[src/rtl/xor_8bit.sv]
// rtl/xor_8bit.sv - combinational XOR with registered capture, parity, zero, Hamming distance and running checksum
module xor_8bit #(
  parameter int WIDTH = 8
) (
  input  logic                         clk,
  input  logic                         rst,
  input  logic [WIDTH-1:0]             a,
  input  logic [WIDTH-1:0]             b,
  input  logic                         en,
  input  logic                         clr,
  output logic [WIDTH-1:0]             out,
  output logic [WIDTH-1:0]             out_q,
  output logic                         parity_q,
  output logic                         zero_q,
  output logic [$clog2(WIDTH+1)-1:0]   hd_q,
  output logic [WIDTH-1:0]             csum_q,
  output logic                         valid_q
);

  localparam int HW = $clog2(WIDTH + 1);

  logic [WIDTH-1:0] x;
  logic [HW-1:0]    pop;
  logic [WIDTH-1:0] csum_base;

  logic [WIDTH-1:0] out_d;
  logic             parity_d;
  logic             zero_d;
  logic [HW-1:0]    hd_d;
  logic [WIDTH-1:0] csum_d;
  logic             valid_d;

  always_comb begin
    x   = a ^ b;
    out = x;
    pop = '0;
    for (int i = 0; i < WIDTH; i++) begin
      pop = pop + HW'(x[i]);
    end
  end

  always_comb begin
    out_d    = out_q;
    parity_d = parity_q;
    zero_d   = zero_q;
    hd_d     = hd_q;
    valid_d  = 1'b0;
    if (en) begin
      out_d    = x;
      parity_d = ^x;
      zero_d   = (x == '0);
      hd_d     = pop;
      valid_d  = 1'b1;
    end
    // Clear takes effect before the fold, so clr+en restarts the checksum at a^b.
    csum_base = clr ? '0 : csum_q;
    csum_d    = en ? (csum_base ^ x) : csum_base;
  end

  always_ff @(posedge clk) begin
    if (rst) begin
      out_q    <= '0;
      parity_q <= 1'b0;
      zero_q   <= 1'b0;
      hd_q     <= '0;
      csum_q   <= '0;
      valid_q  <= 1'b0;
    end else begin
      out_q    <= out_d;
      parity_q <= parity_d;
      zero_q   <= zero_d;
      hd_q     <= hd_d;
      csum_q   <= csum_d;
      valid_q  <= valid_d;
    end
  end

endmodule

[config.mk]
export PLATFORM = sky130hd
export DESIGN_NAME = xor_8bit
export DESIGN_NICKNAME = d
export VERILOG_FILES = /design/src/rtl/xor_8bit.sv
export SDC_FILE = /design/constraint.sdc
export NUM_CORES = 1
export LEC_CHECK = 0
export CAP_MARGIN = 20
export CORE_MARGIN = 4
export CORE_UTILIZATION = 43
export DETAILED_ROUTE_END_ITERATION = 16
export GPL_ROUTABILITY_DRIVEN = 0
export PLACE_DENSITY = 0.88
export SKIP_CTS_REPAIR_TIMING = 1
export SYNTH_ARGS = -nofsm -noshare
export SYNTH_HDL_FRONTEND = slang
export SYNTH_SLANG_ARGS = --single-unit
[constraint.sdc]
create_clock -name clk -period 3.9 [get_ports clk]
set_input_delay 0.585 -clock clk [delete_from_list [all_inputs] [get_ports clk]]
set_output_delay 0.585 -clock clk [all_outputs]
set_load 0.02 [all_outputs]
==> impl_metrics.json <==
{
  "drt_iter0_markers": 30,
  "endpoint_kind": "flip-flop",
  "n_antenna_cell": 0,
  "postLayoutCellArea_um2": 1870,
  "vias_per_cell": 5.22,
  "top_layer": "met4",
  "period_minus_slack_ns": 3.65,
  "path_delay_family": "adder cells",
  "status": "complete, no violations",
  "cpPeakStageDelay_ns": 0.52,
  "cp.arrival_ns": 3.83,
  "crit_type": "in2reg",
  "critPathLaunchType": "input port",
  "drc": 0,
  "rsz0062_at_grt": "false",
  "timing.final.ws_setup_ns": 0.247,
  "drv_slew": 0,
  "netlist_area_um2": 1300,
  "slew_headroom": 0.451,
  "std_cell_rows": 19,
  "path_buf_inv": 5,
  "root_buffer": "clkbuf_4",
  "power.density_nw_per_um2": 391,
  "yosys.area.top_type": "dfxtp_1",
  "core_area_um2": 2830,
  "htree_levels": 1,
  "via_count": 1133,
  "grt_pass1_wl_um": 5420,
  "p_leak_nw": 0.762,
  "clkTransAtPathRegs_ns": 0.12,
  "grt.overflow.total": 0,
  "period_share": 0.937,
  "area_growth_pct": 44.1,
  "final_common_cell": "clkdlybuf4s50_1",
  "ys_seq_elements": 23,
  "cts_buffers": 3,
  "skew_ns": 0,
  "yosysWarnings": 0,
  "antenna_found_initial": 0,
  "cp_common_cell": "fa_1",
  "routed_wl_um": 3280,
  "worstPathCellList": "clkdlybuf4s50_1, xnor2_2, inv_2, fa_1, inv_1, fa_1, fa_1, inv_1, ha_1, inv_1, fa_1, xnor2_1, mux2i_1, nor2_1",
  "drt_first_pass_iters": 4,
  "fin_util": 0.661,
  "clockBufferDepth": 2,
  "ir_drop_v": 0.000287,
  "io_buffers": 50,
  "fin_nets": 219,
  "die-area_um2": 3960,
  "initial_core_util": 0.459,
  "post-place-ws_ns": -0.0821,
  "required_ns": 4.07,
  "ios": 51,
  "die_x_um": 62.9,
  "hold_path.class": "reg2reg",
  "clkLatencyLatePin_ns": 0.31,
  "syn-instance-count": 134,
  "ys_types": 21,
  "met1Wirelength_um": 1330,
  "crit_fanout": 2,
  "final_cell_mix": "clkdlybuf4s50_1, dfxtp_1, inv_1, nor2_1, a211oi_1",
  "ant_nets": 0,
  "route.met2.wl_um": 1730,
  "grt_use_total": 0.174,
  "drive_above_1_share": 0.140,
  "cpMaxStageDelayCell": "fa_1",
  "synth.avg_cell_area_um2": 9.68,
  "grt_pass1_vias": 1191,
  "r2r_slack_ns": 3.03,
  "dp_hpwl_um": 2580,
  "grt_max_degree": 43,
  "timing.fmax_mhz": 274,
  "hold_violations": 0,
  "die-height_um": 62.9,
  "drv_cap": 0,
  "clock-sinks": 23,
  "synth_top_cell_area_share": 0.355,
  "synthTopCellsByArea": "dfxtp_1, xnor2_2, ha_1",
  "wl_met3_um": 149,
  "setup_viol": 0,
  "yosysSeqAreaShare": 0.355,
  "worst_pin_slew_ns": 0.822,
  "cts_tree": "yes",
  "synth_fp_nets": 166,
  "dpl-instance-area_um2": 1840,
  "n_fill_cell": 225,
  "wl_per_cell_um": 15.1
}
-- cell type report --
class                   count  area (um2)  share of cell area
flip-flops and latches     23         460               0.246
clock buffers               4        26.3              0.0141
multi-input cells          80         708               0.379
well taps                  31        38.8              0.0207
repair buffers             57         553               0.296
inverters                  22        82.6              0.0442
-- registers in the layout, indices dropped and copies added, names as in the netlist --
name and flops:
parity_q 1, csum_q 8, valid_q 1, hd_q 4, out_q 8, zero_q 1
-- through the flow --
step / hold WS (ns) / std cells / TNS [ns] / power, mW
2_1_floorplan: 0.547 / 134 / 0 / 0.483
3_3_place_gp: 0.472 / 213 / 0 / 0.607
3_5_place_dp: 0.479 / 213 / -0.109 / 0.627
4_1_cts: 0.496 / 217 / 0 / 0.738
5_1_grt: 0.524 / 217 / 0 / 0.775
6_report: 0.494 / 217 / 0 / 0.731
-- final timing paths --
path,start,to,cells past startpoint
max,b[1],hd_q[2],14
min,out_q[7],out_q[7],2
max reg2reg,csum_q[0],csum_q[0],3
min reg2reg,out_q[7],out_q[7],2
-- routing by layer --
metal / vias up / GRT usage
met2: 43 / 0.315
met4: 0 / 0.0606
met1: 533 / 0.192
met3: 6 / 0.0468
li1: 551 / -
met5: - / 0
-- cell usage after synthesis, drive strengths merged --
library cell and number:
a21oi 9, dfxtp 23, mux2i 3, fa 4, inv 22, a211oi 10, nor2b 1, and4 1
nand2b 1, nor2 13, a211o 8, clkbuf 4, a21o 1, o211ai 8, buf 5, nand3 1
xnor2 12, ha 8
-- power by group --
| part | internal (mW) | total (mW) | switching (mW) | leakage [nW] |
|---|---|---|---|---|
| sequential | 0.261 | 0.274 | 0.0136 | 0.190 |
| clock | 0.0400 | 0.109 | 0.0691 | 0.0150 |
| combinational | 0.171 | 0.347 | 0.176 | 0.557 |
-- worst min-delay path, stage by stage, from the launching register on --
cell      delay [ns]
dfxtp_1         0.33
nor2_1          0.08
a211oi_1        0.05
-- kinds of logic (layout without fill, tap and decap cells) --
family | count (synthesis) | count (layout) | share of synthesized area
AND/OR/NAND/NOR | 17 | 17 | 0.0579
buffers and inverters | 31 | 83 | 0.0993
XOR/XNOR | 12 | 12 | 0.127
flip-flops | 23 | 23 | 0.355
multiplexers | 3 | 3 | 0.0231
AO/OA/AOI/OAI | 36 | 36 | 0.199
adder cells (fa/ha/maj) | 12 | 12 | 0.139
Note: power is estimated with default switching activity, not from simulation.
